### src/rtl/mac_result_drain_pkg.sv
// Shared definitions for the matmul result drain stage.
//   - default datapath widths (DWIDTH, NUM_MACS, AWIDTH)
//   - 2-bit drain FSM state encoding
//   - helper that maps a programmed tile count of 0 to 1
package mac_result_drain_pkg;

    localparam int DWIDTH_DEF   = 16;
    localparam int NUM_MACS_DEF = 4;
    localparam int AWIDTH_DEF   = 10;

    localparam logic [1:0] ST_IDLE = 2'd0;
    localparam logic [1:0] ST_RUN  = 2'd1;
    localparam logic [1:0] ST_DONE = 2'd2;

    // A programmed count of zero still writes one row.
    function automatic logic [7:0] tiles_or_one(input logic [7:0] n);
        return (n == 8'd0) ? 8'd1 : n;
    endfunction

endpackage

### src/rtl/mac_result_drain_if.sv
// Output-matrix memory write port.
//   wr_valid / wr_addr / wr_data : request from the drain (master)
//   wr_ready                     : memory accepts when wr_valid & wr_ready
interface mac_result_drain_if
    import mac_result_drain_pkg::*;
#(
    parameter int AWIDTH = AWIDTH_DEF,
    parameter int WWIDTH = NUM_MACS_DEF * DWIDTH_DEF
);
    logic              wr_valid;
    logic [AWIDTH-1:0] wr_addr;
    logic [WWIDTH-1:0] wr_data;
    logic              wr_ready;

    modport master (output wr_valid, wr_addr, wr_data, input wr_ready);
    modport slave  (input wr_valid, wr_addr, wr_data, output wr_ready);
endinterface

### src/rtl/mac_result_drain_drain_fifo.sv
// Synchronous FIFO buffering captured result rows.
//   clk, reset : clock, synchronous active-high reset
//   clear      : synchronous flush
//   push, din  : write a row (ignored when full unless popping the same cycle)
//   pop        : remove head (ignored when empty)
//   dout       : current head
//   full/empty : occupancy flags
module drain_fifo #(
    parameter int WIDTH = 64,
    parameter int DEPTH = 4
) (
    input  logic             clk,
    input  logic             reset,
    input  logic             clear,
    input  logic             push,
    input  logic             pop,
    input  logic [WIDTH-1:0] din,
    output logic [WIDTH-1:0] dout,
    output logic             full,
    output logic             empty
);
    localparam int PW = $clog2(DEPTH);

    logic [DEPTH-1:0][WIDTH-1:0] mem;
    logic [PW-1:0]               rptr, wptr;
    logic [PW:0]                 cnt;
    logic                        do_push, do_pop;

    assign full    = (cnt == (PW+1)'(DEPTH));
    assign empty   = (cnt == '0);
    assign do_pop  = pop & ~empty;
    // When full, a same-cycle pop frees the slot being written (wptr == rptr).
    assign do_push = push & (~full | do_pop);
    assign dout    = mem[rptr];

    always_ff @(posedge clk) begin
        if (reset || clear) begin
            rptr <= '0;
            wptr <= '0;
            cnt  <= '0;
        end else begin
            if (do_push) wptr <= wptr + PW'(1);
            if (do_pop)  rptr <= rptr + PW'(1);
            cnt <= cnt + (PW+1)'(do_push) - (PW+1)'(do_pop);
        end
    end

    always_ff @(posedge clk) begin
        if (do_push) mem[wptr] <= din;
    end

endmodule

### src/rtl/mac_result_drain.sv
// Result drain for a row of NUM_MACS seq_mac instances.
// Tracks each tile's acc_last through a LATENCY-deep token line, captures
// mac_out when the token exits, buffers rows in a FIFO and writes them to
// memory at base_addr + k*stride. done pulses after num_tiles writes.
//   clk, reset                 : clock, synchronous active-high reset
//   start, base_addr, stride,
//   num_tiles                  : run setup (start honoured only when idle)
//   acc_last, mac_out          : seq_mac row tile-end marker and results
//   wr                         : memory write port (master)
//   busy, done, overflow       : status
module mac_result_drain
    import mac_result_drain_pkg::*;
#(
    parameter int DWIDTH     = DWIDTH_DEF,
    parameter int NUM_MACS   = NUM_MACS_DEF,
    parameter int AWIDTH     = AWIDTH_DEF,
    parameter int LATENCY    = 5,
    parameter int FIFO_DEPTH = 4
) (
    input  logic                       clk,
    input  logic                       reset,
    input  logic                       start,
    input  logic [AWIDTH-1:0]          base_addr,
    input  logic [AWIDTH-1:0]          stride,
    input  logic [7:0]                 num_tiles,
    input  logic                       acc_last,
    input  logic [NUM_MACS*DWIDTH-1:0] mac_out,
    mac_result_drain_if.master         wr,
    output logic                       busy,
    output logic                       done,
    output logic                       overflow
);
    localparam int WW = NUM_MACS * DWIDTH;

    logic [1:0]         state;
    logic [AWIDTH-1:0]  addr_q, stride_q;
    logic [7:0]         remaining;
    logic [LATENCY-1:0] tok;
    logic               run, capture, pop, push, drop;
    logic               full, empty;
    logic [WW-1:0]      head;

    assign run     = (state == ST_RUN);
    assign capture = run & tok[LATENCY-1];

    // Gated by reset so nothing is issued in the cycle reset is asserted.
    assign wr.wr_valid = run & ~empty & ~reset;
    assign wr.wr_addr  = addr_q;
    assign wr.wr_data  = wr.wr_valid ? head : '0;

    assign pop  = wr.wr_valid & wr.wr_ready;
    assign push = capture & (~full | pop);
    assign drop = capture & full & ~pop;

    assign busy     = (state != ST_IDLE);
    assign done     = (state == ST_DONE);

    drain_fifo #(.WIDTH(WW), .DEPTH(FIFO_DEPTH)) u_fifo (
        .clk   (clk),
        .reset (reset),
        .clear (state == ST_DONE),
        .push  (push),
        .pop   (pop),
        .din   (mac_out),
        .dout  (head),
        .full  (full),
        .empty (empty)
    );

    always_ff @(posedge clk) begin
        if (reset) begin
            state     <= ST_IDLE;
            addr_q    <= '0;
            stride_q  <= '0;
            remaining <= '0;
            overflow  <= 1'b0;
            tok       <= '0;
        end else begin
            // Tokens only live while running; leaving RUN discards them.
            tok <= run ? ((tok << 1) | LATENCY'(acc_last)) : '0;
            case (state)
                ST_IDLE: begin
                    if (start) begin
                        state     <= ST_RUN;
                        addr_q    <= base_addr;
                        stride_q  <= stride;
                        remaining <= tiles_or_one(num_tiles);
                        overflow  <= 1'b0;
                    end
                end
                ST_RUN: begin
                    if (drop) overflow <= 1'b1;
                    if (pop) begin
                        addr_q    <= addr_q + stride_q;
                        remaining <= remaining - 8'd1;
                        if (remaining == 8'd1) state <= ST_DONE;
                    end
                end
                ST_DONE: state <= ST_IDLE;
                default: state <= ST_IDLE;
            endcase
        end
    end

endmodule

### src/flat_wrapper.sv
// flat-port wrapper written by rule: the top's interface ports become plain ports
module mac_result_drain_flat import mac_result_drain_pkg::*;
#(
    parameter int DWIDTH     = DWIDTH_DEF,
    parameter int NUM_MACS   = NUM_MACS_DEF,
    parameter int AWIDTH     = AWIDTH_DEF,
    parameter int LATENCY    = 5,
    parameter int FIFO_DEPTH = 4
)
  (clk, reset, start, base_addr, stride, num_tiles, acc_last, mac_out, busy, done, overflow, wr_wr_valid, wr_wr_addr, wr_wr_data, wr_wr_ready);
  mac_result_drain_if #(.AWIDTH(AWIDTH), .WWIDTH((64))) wr_i ();
  input  logic clk;
  input  logic reset;
  input  logic start;
  input  logic [AWIDTH-1:0] base_addr;
  input  logic [AWIDTH-1:0] stride;
  input  logic [7:0] num_tiles;
  input  logic acc_last;
  input  logic [NUM_MACS*DWIDTH-1:0] mac_out;
  output logic busy;
  output logic done;
  output logic overflow;
  output wire logic [$bits(wr_i.wr_valid)-1:0] wr_wr_valid;
  output wire logic [$bits(wr_i.wr_addr)-1:0] wr_wr_addr;
  output wire logic [$bits(wr_i.wr_data)-1:0] wr_wr_data;
  input wire logic [$bits(wr_i.wr_ready)-1:0] wr_wr_ready;
  assign wr_wr_valid = wr_i.wr_valid;
  assign wr_wr_addr = wr_i.wr_addr;
  assign wr_wr_data = wr_i.wr_data;
  assign wr_i.wr_ready = wr_wr_ready;
  mac_result_drain #(.DWIDTH(DWIDTH), .NUM_MACS(NUM_MACS), .AWIDTH(AWIDTH), .LATENCY(LATENCY), .FIFO_DEPTH(FIFO_DEPTH)) u_core (.clk(clk), .reset(reset), .start(start), .base_addr(base_addr), .stride(stride), .num_tiles(num_tiles), .acc_last(acc_last), .mac_out(mac_out), .wr(wr_i), .busy(busy), .done(done), .overflow(overflow));
endmodule
### config.mk
export PLATFORM = sky130hd
export DESIGN_NAME = mac_result_drain_flat
export DESIGN_NICKNAME = d
export VERILOG_FILES = /design/src/rtl/mac_result_drain_pkg.sv /design/src/rtl/mac_result_drain_if.sv /design/src/rtl/mac_result_drain_drain_fifo.sv /design/src/rtl/mac_result_drain.sv /design/src/flat_wrapper.sv
export SDC_FILE = /design/constraint.sdc
export NUM_CORES = 1
export LEC_CHECK = 0
export ABC_CLOCK_PERIOD_IN_PS = 5050
export BUFFER_PORTS_ARGS = -buffer_cell sky130_fd_sc_hd__buf_2
export CORE_ASPECT_RATIO = 1.4
export CORE_UTILIZATION = 61
export CTS_CLUSTER_DIAMETER = 120
export DETAILED_ROUTE_END_ITERATION = 7
export HOLD_SLACK_MARGIN = 0.1
export PLACE_DENSITY_LB_ADDON = 0.3
export SETUP_SLACK_MARGIN = 0.02
export SLEW_MARGIN = 20
export SYNTH_ARGS = -nofsm -noshare
export SYNTH_HDL_FRONTEND = slang
export SYNTH_SLANG_ARGS = --single-unit
export TNS_END_PERCENT = 100
### constraint.sdc
create_clock -name clk -period 5.05 [get_ports clk]
set_clock_uncertainty 0.2 [all_clocks]
set_input_delay 1.01 -clock clk [delete_from_list [all_inputs] [get_ports clk]]
set_output_delay 1.01 -clock clk [all_outputs]
set_load 0.01 [all_outputs]
Word-level counts from Yosys, hierarchy flattened
Index checks and enable logic that the tools add are counted.
{ "totals": {"romBits": 0, "inputBits": 97, "ff_bits": 299, "out_inout_bits": 78, "latchBits": 0, "word_cells": 79, "n_memories": 0, "ramBits": 0} }
{ "classes": {"n_reduce_logical": 12, "bitwise_logic": 17, "n_eq_ne": 8, "mul": 0, "shift": 0, "n_mux": 20, "n_div": 0, "add_sub_neg": 6, "n_lt_le_gt_ge": 3} }
{ "ops": {"columns": ["operator", "count"], "rows": [
  ["bitwise mux 256 bit", 1],
  ["2-to-1 mux 64 bit", 3],
  ["binary-select mux 64 bit (select 2 bit)", 1],
  ["demux 64 bit (select 2 bit)", 1],
  ["2-to-1 mux 8 bit", 3],
  ["2-to-1 mux 10 bit", 2],
  ["one-hot mux 10 bit (2 select lines)", 1],
  ["one-hot mux 8 bit (2 select lines)", 1],
  ["adder 10 bit", 1],
  ["AND 1 bit", 9],
  ["AND reduction 3 bit", 3],
  ["equality test 8 x 1 -> 1 bit, second input constant", 1],
  ["logical NOT 8 bit", 1],
  ["!= test 2 bit, second input constant", 4],
  ["subtractor 8 x 1 -> 8 bit, second input constant", 1],
  ["< comparator 2 x 3 -> 1 bit, second input constant", 2],
  ["2-to-1 mux 2 bit", 3],
  ["inverter 1 bit", 5],
  ["OR 5 x 1 -> 5 bit", 1],
  ["adder 2 x 1 -> 2 bit, second input constant", 2],
  ["one-hot mux 2 bit (2 select lines)", 1],
  ["nonzero test 2 bit", 2],
  ["adder 3 x 1 -> 3 bit", 1],
  ["equality test 3 bit, second input constant", 1],
  ["13 further kinds", 15]
]} }

Logic depth before layout (Yosys ltp)
Gate-level depths: netlist (run 1).
{ "depth": {"ltp_word": 10, "mapped_depth": 14, "mapped_depth_nobuf": 12} }

Modules after synthesis
A second synthesis (run 1) with hierarchy kept.
{ "hier_totals": {"cells_unflattened": 718, "hier_area_um2": 12097.9} }
{ "modules_own_cells": {"columns": ["module", "instances", "seq_area_each_um2", "area_each_um2", "cells_each"], "rows": [
  ["drain_fifo", 1, 7827.5, 9659.3, 381],
  ["mac_result_drain", 1, 720.7, 2438.6, 337]
]} }

Worst setup path before layout (run 1)
Ideal clock, no wire load.
{ "synth_timing": {"path_kind": "input-to-reg", "start": "input reset", "end": "register u_core.u_fifo.mem[0] (netlist bit), enable pin", "setup_ps": 429, "path_stages": 4, "arrival_ps": 3123, "setup_slack_ps": 1298, "path_cell_list": "inv_1 -> nand2_1 -> a31oi_1 -> and2_1"} }
{ "synth_via": {"elab_chain_len": 6} }
{ "synth_lines": {"columns": ["item", "line_no", "text"], "rows": [
  ["start: declaration", "flat_wrapper.sv:13", "input logic reset;"],
  ["inverter 1 bit (*)", "mac_result_drain.sv:47", "assign wr.wr_valid = run & ~empty & ~reset;"],
  ["AND 1 bit (*)", "mac_result_drain.sv:47", null],
  ["AND 1 bit (*)", "mac_result_drain.sv:51", "assign pop = wr.wr_valid & wr.wr_ready;"],
  ["OR 1 bit or AND 1 bit (tied branches)", "mac_result_drain.sv:52, mac_result_drain_drain_fifo.sv:31", null],
  ["AND 1 bit or OR 1 bit (tied branches)", "mac_result_drain.sv:52, mac_result_drain_drain_fifo.sv:33", null],
  ["AND 1 bit (*)", "mac_result_drain_drain_fifo.sv:33", "assign do_push = push & (~full | do_pop);"],
  ["end signal: indexed assignment", "mac_result_drain_drain_fifo.sv:49", "if (do_push) mem[wptr] <= din;"],
  ["end: declaration", "mac_result_drain_drain_fifo.sv:24", "logic [DEPTH-1:0][WIDTH-1:0] mem;"]
]} }
Every way passes the cells marked *; elsewhere a longest branch is shown, timed or not.
A chain may end at the register's enable or synchronous reset.

Worst setup path in the final report (run 1)
{ "layout_timing": {"start": "register u_core.u_fifo.rptr[0]", "end": "output wr_wr_data[24]"} }
{ "layout_via": {"elab_chain_len": 3} }
{ "layout_lines": {"columns": ["item", "line_no", "text"], "rows": [
  ["start: declaration", "mac_result_drain_drain_fifo.sv:25", "logic [PW-1:0] rptr, wptr;"],
  ["start signal: assignment", "mac_result_drain_drain_fifo.sv:43", "if (do_pop) rptr <= rptr + PW'(1);"],
  ["binary-select mux 64 bit (select 2 bit)", "mac_result_drain_drain_fifo.sv:34", "assign dout = mem[rptr];"],
  ["2-to-1 mux 64 bit (implied by the code)", "mac_result_drain_drain_fifo.sv:34", null],
  ["2-to-1 mux 64 bit", "mac_result_drain.sv:49", "assign wr.wr_data = wr.wr_valid ? head : '0;"],
  ["end: declaration", "flat_wrapper.sv:25", "output wire logic [$bits(wr_i.wr_data)-1:0] wr_wr_data;"]
]} }
Every way passes these cells. The select of a mux whose other input is x is not followed.

==> metrics, run 1 <==
clock root buffer=clkbuf_16; # DRC=0; chip width=between 100 and 150 um; clock network power share=43.2%; CP Class=reg2out; fin crit period=between 3 and 4 ns; pin count of the biggest net entering global routing=67; GR Util met3=~4%; measured slew at the worst slew-check pin=0.995 ns; fin nets=1,008; Finished Cell Area=0.0143 mm2; initial core utilization=62.9%; clk slew on worst S/H paths=0.06 ns; EDFF count, synth=approximately 260; Slew Viols, Final=0; vias per inst=6.10; final clock period utilization by the worst path=roughly 76%; height of the die=169 um; Routed WL per cell=around 22 um; GP Congestion=between 0.9 and 1; gr ovfl total=0; vias in the first global route=7,290; Synth async-reset ratio=0%; Synth Area per Inst=about 17 um2; hold_sp=u_core.tok[1]$_SDFF_PP0_; Final setup viols=0; grt met2 use=between 40 and 50%; synth unique cells=56; Post-DP HPWL=roughly 15,000 um; 1st-pass router iterations=5; Bufs on Longest Clock Path=3; leak pwr=0.00528 uW; Clk Latency, worst-skew pair=0.53 ns; Vias=7,087; Worst Hold End=u_core.tok[2]$_SDFF_PP0_; Core Area=roughly 0.019 mm2; CTS buffer count=29; Rel. slew slack=33.7%; P_sw=~1000 uW; Boundary Pins=approximately 180; first-pass GRT wire length=just under 40,000 um; Fmax=approximately 260 MHz; CP required=between 3 and 4 ns; busiest grt layer=met2; synth warn=0; WHS Path Cells=1; most common cell after layout, fill and taps aside=edfxtp_1; Routed Antenna Nets=0; reg-to-reg endpoint=u_core.u_fifo.cnt[2]$_SDFF_PP0_; Sw Share=19.5%; Setup TNS Final=0 ns; CTS resizes=0; crit-path max FO=38; buffer count from post-CTS setup fixing=0; Worst EP arrival=~2.6 ns; Worst Hold Class=reg2reg; PwrDens=about 360 mW/mm2; Synth Cell Area=approximately 0.012 mm2; DR iter-0 viols=between 500 and 600; Max VDD drop=0.337 mV; IO Port Bufs=174; Die ar.=slightly above 0.02 mm2; Post-synth top flop=edfxtp_1; Seq/Total Area, Yosys=between 70% and 80%; layout cells sized above 1=between 30% and 40%; M1 GR Usage=a little under a third; Area Overhead vs Synth=17.0%; number of max-cap violations=0; post-layout util=between 70 and 80%; Rows=60; total track usage=about 25%; internal reg-to-reg setup slack=1.67 ns; startpoint of the worst register-to-register path=u_core.state[0]$_SDFFE_PP0P_; H-tree Lvls=1; R2R depth=12; Fill cells=1,167; commonest cells after routing, fill and taps aside=edfxtp_1 (256), buf_2 (174), mux4_2 (64), and3_1 (64), nand2_1 (53); outcome=complete, no violations; Sink Count=between 200 and 300; combinational power share=4.5%; Startpoint Class=register; TritonCTS clock tree=done; RSZ-0062 raised after global routing=false; cells after synthesis=approximately 720; Post-Route WL=~25,000 um; syn_nets=between 800 and 900; initial antenna violation count=5; Area after DPL=0.0133 mm2; Setup crit end kind=primary output; Seq pwr share=between 50 and 60%; hold_buf cts=0; Final Hold Fails=0; internal power=~4200 uW; number of synthesized register bits=between 200 and 300
## worst max path at each step
stage / start / endpoint / depth (start not counted)
floorplan: reset / u_core.u_fifo.mem[0]$_DFFE_PP_ / 4
global placement: reset / u_core.u_fifo.cnt[2]$_SDFF_PP0_ / 13
detailed placement: reset / u_core.u_fifo.cnt[2]$_SDFF_PP0_ / 13
CTS: u_core.u_fifo.rptr[0]$_SDFFE_PP0P_ / wr_wr_data[24] / 4
global route: u_core.u_fifo.rptr[0]$_SDFFE_PP0P_ / wr_wr_data[30] / 4
finish: u_core.u_fifo.rptr[0]$_SDFFE_PP0P_ / wr_wr_data[24] / 4
## stage by stage
stage | hold WS [ns] | instances | total power [uW] | setup WS [ns]
3_5_place_dp | 0.217 | 1109 | 3000 | 1.12
6_report | 0.234 | 1161 | 5200 | 1.23
4_1_cts | 0.241 | 1157 | 5220 | 1.16
3_3_place_gp | 0.220 | 1109 | 2980 | 1.29
5_1_grt | 0.247 | 1160 | 5330 | 1.06
2_1_floorplan | 0.206 | 723 | 2900 | 1.30
## cells by family (layout without fill, tap and decap cells)
| logic type | count (synthesis) | after routing | synth area share, % |
|---|---|---|---|
| DFF | 299 | 299 | 70.2 |
| and+or+nand+nor | 189 | 189 | 8.30 |
| AOI/OAI and AO/OA | 79 | 79 | 4.54 |
| muxes | 68 | 68 | 12.2 |
| buffers and inverters | 60 | 246 | 2.11 |
| adders and majority gates | 19 | 19 | 2.07 |
| xor gates and xnor gates | 9 | 9 | 0.647 |
| other | 0 | 4 | 0 |
## worst max-delay path, stage by stage, from the launching register on
cell and delay [ns]:
dfxtp_4 0.74, buf_12 0.36, mux4_2 0.57, and3_1 0.21, buf_2 0.14
## flip-flops by register name, summed over array words and instances, names as in the netlist
register and flops:
u_core.stride_q 10, u_core.wr.wr_addr 10, u_core.u_fifo.rptr 2, u_core.u_fifo.mem 256
u_core.u_fifo.cnt 3, u_core.tok 5, u_core.state 2, u_core.overflow 1
u_core.u_fifo.wptr 2, u_core.remaining 8
## Yosys cell counts (3+ instances only)
| master | instances | area share, % |
|---|---|---|
| edfxtp_1 | 256 | 63 |
| and3_1 | 64 | 3.3 |
| mux4_2 | 64 | 12 |
| nand2_1 | 53 | 1.6 |
| dfxtp_1 | 43 | 7.1 |
| a21oi_1 | 28 | 1.2 |
| clkbuf_1 | 25 | 0.77 |
| nor2_1 | 25 | 0.77 |
| inv_1 | 18 | 0.55 |
| ha_1 | 17 | 1.7 |
| o21ai_0 | 11 | 0.45 |
| buf_2 | 10 | 0.41 |
| nor3_1 | 10 | 0.41 |
| and2_1 | 9 | 0.46 |
| xnor2_1 | 6 | 0.43 |
| a21oi_2 | 5 | 0.36 |
| a211oi_1 | 4 | 0.25 |
| buf_1 | 4 | 0.12 |
| mux2i_1 | 4 | 0.33 |
| nand3_1 | 4 | 0.16 |
| or3_1 | 4 | 0.21 |
| a311oi_1 | 3 | 0.22 |
| nand2b_1 | 3 | 0.15 |
| o211ai_2 | 3 | 0.31 |
| xor2_1 | 3 | 0.22 |
## per-layer routing
metal	part of all wire, %	vias up	wire [um]
li1	-	3168	-
met1	37	3565	9470
met5	0.051	-	13
met4	2.5	2	645
met2	54	295	13700
met3	6.2	57	1580
## power by group through the flow
stage,Combinational (uW),Sequential (uW),Clock [uW]
floorplan,131,2770,0
global placement,215,2770,0
detailed placement,230,2770,0
CTS,232,2720,2270
global route,259,2720,2360
finish,235,2720,2240
## layout make-up
cell class	count	area [um2]	area share, %
flip-flops and latches	299	8560	60.0
multi-input cells	364	3400	23.8
repair buffers	180	928	6.51
clock buffers	33	741	5.20
well taps	248	310	2.18
clock inverters	15	245	1.72
inverters	18	67.6	0.474
diodes	4	10.0	0.0702
Power figures use the tool's default switching activity.
==> run 2: changes to the inputs <==
Settings changed: ABC_CLOCK_PERIOD_IN_PS 5050 to 3400, CORE_UTILIZATION 61 to 51.
Clock period 5.05 ns to 3.4 ns, I/O delays scaled along.
==> run 2 against run 1 <==
Combinational power rose by 51%. Sequential share of layout area shrank 1.7 points. Sequential power up 48%. Final area rose by 2.9%. Clock power up 53%. Global-route usage is 4.6 points lower. Sequential cell count is the same. Die area up 19%. Count of clock-buffer cells in the layout fell by 2. Utilization down 11 points. Power rose by 50%. Worst setup slack got worse by 1.1 ns.
==> metrics, run 2 (synthesis gave the netlist of run 1 again) <==
DR iter-0 viols=roughly 380; Final setup viols=0; Finished Cell Area=between 0.01 and 0.015 mm2; commonest cells after routing, fill and taps aside=edfxtp_1 (256), buf_2 (174), mux4_2 (64), and3_1 (64), nand2_1 (53); Slew Viols, Final=0; layout cells sized above 1=a little over a third; CTS resizes=0; GP Congestion=0.812; Rows=66; Clk Latency, worst-skew pair=between 0.5 and 0.6 ns; pin count of the biggest net entering global routing=72; Most flops, register=u_core.u_fifo.mem; clock root buffer=clkbuf_16; TritonCTS clock tree=done; Startpoint Class=register; fin crit period=between 3 and 4 ns; most common cell after layout, fill and taps aside=edfxtp_1; leak pwr=around 0.0054 uW; initial antenna violation count=4; PwrDens=532 mW/mm2; register area=around 0.0086 mm2; Seq pwr share=between 50% and 60%; RSZ-0062 raised after global routing=false; 1st-pass router iterations=5; max FFs per register=~260; Area after DPL=about 0.014 mm2; Routed WL per cell=between 20 and 25 um; Routed Antenna Nets=0; number of max-cap violations=0; vias per inst=5.64; final clock period utilization by the worst path=94.7%; Sw Share=about a fifth; chip width=roughly 130 um; Core Area=0.0234 mm2; Worst EP arrival=between 2 and 2.5 ns; CP required=2.52 ns; Post-DP HPWL=15,500 um; # DRC=0; outcome=complete, no violations; CP Class=reg2out; vias in the first global route=7,178; Fill cells=about 1,700; clock network power share=between 40% and 50%; P_sw=between 1500 and 2000 uW; H-tree Lvls=1; combinational power share=under 10%; Rel. slew slack=51.3%; internal power=roughly 6200 uW; first-pass GRT wire length=approximately 39,000 um; area of the multi-input gates=around 0.0034 mm2; Worst Hold Class=in2reg; crit-path max FO=25; Setup crit end kind=primary output; Final Hold Fails=0; clk slew on worst S/H paths=approximately 0.060 ns; CTS buffer count=29; Die ar.=between 0.02 and 0.025 mm2; total track usage=20.5%; gr ovfl total=0; Post-Route WL=approximately 25,000 um; IO Port Bufs=about 170; Max VDD drop=between 0.5 and 0.6 mV; Boundary Pins=roughly 180; Sink Count=between 200 and 300; Area Overhead vs Synth=20.4%; Fmax=slightly above 300 MHz; Vias=roughly 7,000; fin nets=1,028; Bufs on Longest Clock Path=3; measured slew at the worst slew-check pin=approximately 0.72 ns; height of the die=185 um; initial core utilization=between 50 and 60%; Setup TNS Final=0 ns
run 2: cell types whose count changed in the layout (fill, tap and decap cells not counted), sizes merged:
cell      before  now
clkinvlp       0    2
clkinv         8   12
buf          180  200
inv           18   20
diode          4    3
clkbuf        33   31
run 2: worst paths after layout:
path / startpoint / depth (start not counted) / slack (ns) / endpoint
max reg2reg: u_core.state[1]$_SDFFE_PP0P_ / 10 / 0.77 / u_core.u_fifo.cnt[2]$_SDFF_PP0_
min reg2reg: u_core.tok[3]$_SDFF_PP0_ / 1 / 0.23 / u_core.tok[4]$_SDFF_PP0_
max: u_core.u_fifo.cnt[2]$_SDFF_PP0_ / 4 / 0.18 / wr_wr_data[17]
min: mac_out[45] / 1 / 0.15 / u_core.u_fifo.mem[237]$_DFFE_PP_
run 2: layer usage:
layer	vias to the layer above	share of wire (%)	track usage, %
met1	3531	39	24.9
met4	2	2.0	5.79
met2	220	53	37.4
met3	39	6.0	3.91
li1	3229	-	-
met5	-	0.040	0
run 2: layout make-up:
cell class | count | area share (%)
timing repair buffer | 200 | 8.43
sequential | 299 | 58.3
inverter | 18 | 0.460
multi-input combinational | 364 | 23.1
clock buffer | 31 | 5.00
tap | 306 | 2.61
clock inverter | 23 | 2.01
antenna | 3 | 0.0512
run 2: power by group through the flow:
stage	combinational [uW]	clock [uW]	sequential [uW]
after floorplan	195	0	4110
after global placement	342	0	4100
after detailed placement	351	0	4110
after CTS	353	3470	4030
after global routing	391	3610	4030
final	354	3420	4030
run 2: worst max-delay path, cell delays in order, from the launching register on:
cell     delay [ns]
dfxtp_1        0.35
or3_2          0.78
buf_4          0.32
and3_1         0.19
buf_2          0.15
run 2: stage by stage:
| step | worst slack [ns] | instances | total power (uW) | hold slack, ns | util [%] |
|---|---|---|---|---|---|
| floorplan | 0.490 | 723 | 4300 | 0.206 | - |
| global placement | 0.445 | 1186 | 4450 | 0.217 | 58.3 |
| detailed placement | 0.445 | 1186 | 4460 | 0.216 | 58.3 |
| CTS | 0.0735 | 1240 | 7850 | 0.131 | 62.7 |
| global route | 0.0980 | 1243 | 8030 | 0.136 | 62.8 |
| finish | 0.179 | 1244 | 7800 | 0.150 | 62.8 |
run 2: timing repair:
action | 4_1_cts | 5_1_grt
hold buffers | 0 | 0
setup endpoints to repair | 0 | 9
setup buffers | 0 | 1
==> run 3: changes to the inputs <==
Settings changed: CORE_MARGIN set to 5, SYNTH_HIERARCHICAL set to 1.
==> run 3 against run 2 <==
Sequential power hardly changed. Wire length is 1.9% higher. Utilization is 0.52 points lower. Synthesized cell count is 0.69% lower. Area after synthesis is 0.69% lower. Worst hold slack better by 0.00090 ns. Final cell count is 0.48% lower. Clock power is 8.8% lower. Global-route usage is 1.6 points lower. Largest cell class unchanged. Largest power group unchanged.
==> metrics, run 3 <==
most frequent cells after synthesis=edfxtp_1 (256), and3_1 (70), mux4_2 (64), nand2_1 (50), dfxtp_1 (43); Synth async-reset ratio=0%; area leader, netlist=edfxtp_1; synth warn=6; Final WS setup=approximately 0.19 ns; Boundary Pins=about 180; vias in the first global route=roughly 7,300; internal reg-to-reg setup slack=0.24 ns; Critical Path, Cell by Cell=buf_4 -> mux4_2 -> and3_1 -> buf_2; Worst Hold Class=in2reg; H-tree Lvls=1; fin crit period=about 3.2 ns; commonest cells after routing, fill and taps aside=edfxtp_1 (256), buf_2 (174), and3_1 (70); number of synthesized register bits=between 200 and 300; gr ovfl total=0; total track usage=between 10% and 20%; Seq/Total Area, Yosys=70.7%; cells after synthesis=roughly 720; chip width=roughly 140 um; post-layout util=between 60 and 70%; slowest stage cell, crit path=dfxtp_4; Area Overhead vs Synth=19.9%; measured slew at the worst slew-check pin=about 0.75 ns; WHS Path Cells=1; Post-Route WL=25,600 um; Worst EP arrival=between 2 and 2.5 ns; number of max-cap violations=0; Final setup viols=0; Synth Cell Area=between 0.01 and 0.015 mm2; R2R depth=15; Final Hold Fails=0; IO Port Bufs=174; EDFF count, synth=roughly 260; Vias=slightly below 7,000; Max VDD drop=about 0.47 mV; Bufs on Longest Clock Path=3; Post-synth top flop=edfxtp_1; Post-DP HPWL=about 16,000 um; vias per inst=5.62; final clock period utilization by the worst path=94.5%; Finished Cell Area=about 0.015 mm2; leak pwr=roughly 0.0054 uW; RSZ-0062 raised after global routing=false; clock root buffer=clkbuf_16; most common cell after layout, fill and taps aside=edfxtp_1; PwrDens=slightly above 500 mW/mm2; Rows=66; initial antenna violation count=6; Fmax=311 MHz; GP Congestion=0.825; area of the multi-input gates=0.00333 mm2; Clk Latency, worst-skew pair=0.53 ns; crit-path max FO=25; 1st-pass router iterations=5; Fill cells=roughly 1,700; height of the die=about 190 um; dpl ws=between 0.08 and 0.09 ns; Area after DPL=0.0136 mm2; Sink Count=between 200 and 300; reg-to-reg endpoint=u_core/u_fifo/cnt[2]$_SDFF_PP0_; layout cells sized above 1=approximately 34%; initial core utilization=a little over 50%; Worst Setup SP=u_core/u_fifo/rptr[0]$_SDFFE_PP0P_; outcome=complete, no violations; syn_nets=about 830; Routed WL per cell=between 20 and 25 um; CP required=approximately 2.5 ns; # DRC=0; clk slew on worst S/H paths=~0.06 ns; startpoint of the worst register-to-register path=u_core/u_fifo/cnt[2]$_SDFF_PP0_; CP Class=reg2out; Core Area=roughly 0.023 mm2; Slew Viols, Final=0; Die ar.=around 0.027 mm2; Most flops, register=u_core/u_fifo/mem; DR iter-0 viols=480; Routed Antenna Nets=0; TritonCTS clock tree=done; Setup crit end kind=primary output; Rel. slew slack=50.0%; Critical Path Sink=wr_wr_data[39]; fin nets=1,022; peak per-stage delay on the critical path=between 0.6 and 0.7 ns; most common cell in the netlist=edfxtp_1; CTS buffer count=28; max FFs per register=around 260; Synth Area per Inst=between 15 and 20 um2; pin count of the biggest net entering global routing=89; Synth top area share=a little under two thirds; Startpoint Class=register; top cells by area, synth=edfxtp_1 (64%), mux4_2 (12%), dfxtp_1 (7.1%); first-pass GRT wire length=40,300 um; register area=roughly 0.0086 mm2; Setup TNS Final=0 ns; synth unique cells=between 50 and 60
[run 3: cell types whose count changed in the layout (fill, tap and decap cells not counted), moves of 5 or more]
| cell | previous run | this run |
|---|---|---|
| and3_1 | 64 | 70 |
| clkbuf_1 | 2 | 8 |
| a21oi_2 | 5 | 0 |
| inv_1 | 18 | 13 |
[run 3: critical path: cells and delay by family (launching register included)]
kind          cells  cell delay, ns
flops             1            0.68
buf+inv           2            0.43
mux               1            0.50
simple gates      1            0.17
[run 3: how the worst min path moves through the flow]
stage / start / to / slack [ns]
3_3_place_gp: u_core/tok[1]$_SDFF_PP0_ / u_core/tok[2]$_SDFF_PP0_ / 0.24
3_5_place_dp: u_core/tok[3]$_SDFF_PP0_ / u_core/tok[4]$_SDFF_PP0_ / 0.25
4_1_cts: mac_out[5] / u_core/u_fifo/mem[5]$_DFFE_PP_ / 0.13
2_1_floorplan: u_core/tok[0]$_SDFF_PP0_ / u_core/tok[1]$_SDFF_PP0_ / 0.24
5_1_grt: mac_out[30] / u_core/u_fifo/mem[30]$_DFFE_PP_ / 0.14
6_report: mac_out[5] / u_core/u_fifo/mem[69]$_DFFE_PP_ / 0.15
[run 3: cell families (layout without fill, tap and decap cells)]
logic type               count (synthesis)  count (layout)  share of synthesized area [%]
flip-flops                             299             299                           70.7
AND/OR/NAND/NOR                        195             195                           8.64
AO/OA/AOI/OAI                           74              74                           3.81
multiplexers                            67              67                           12.2
buffers and inverters                   56             266                           2.07
adder cells (fa/ha/maj)                 19              19                           2.09
XOR/XNOR                                 8               8                          0.579
other                                    0               4                              0
[run 3: layout make-up]
cell class / instances / share of cell area (%)
diodes: 4 / 0.0690
repair buffers: 201 / 8.53
clock buffers: 40 / 5.42
inverters: 13 / 0.337
well taps: 306 / 2.64
flip-flops and latches: 299 / 59.0
clock inverters: 12 / 1.01
multi-input cells: 363 / 23.0
[run 3: through the flow]
stage               hold WS [ns]  total power, uW  instances
floorplan                  0.237             4270        718
global placement           0.243             4410       1182
detailed placement         0.254             4420       1182
CTS                        0.129             7550       1234
global route               0.136             7750       1237
finish                     0.150             7470       1238
[run 3: layer usage]
layer	vias up	global-route usage (%)	routed length, um
met5	-	0	38
met4	6	5.67	608
met3	46	3.36	1670
met2	230	34.0	13600
met1	3456	23.6	9770
li1	3225	-	-
[run 3: power by group]
part	switching [uW]	leakage [uW]	internal (uW)
combinational	196	0.00234	124
clock	1290	0.000452	1840
sequential	24.3	0.00265	4000
[run 3: repair_timing]
item | in CTS | in global routing
setup endpoints to repair | 0 | 1
setup buffers | 0 | 0
resized for setup | 0 | 1
hold buffers | 0 | 0
endpoints found under the hold margin | 0 | 0
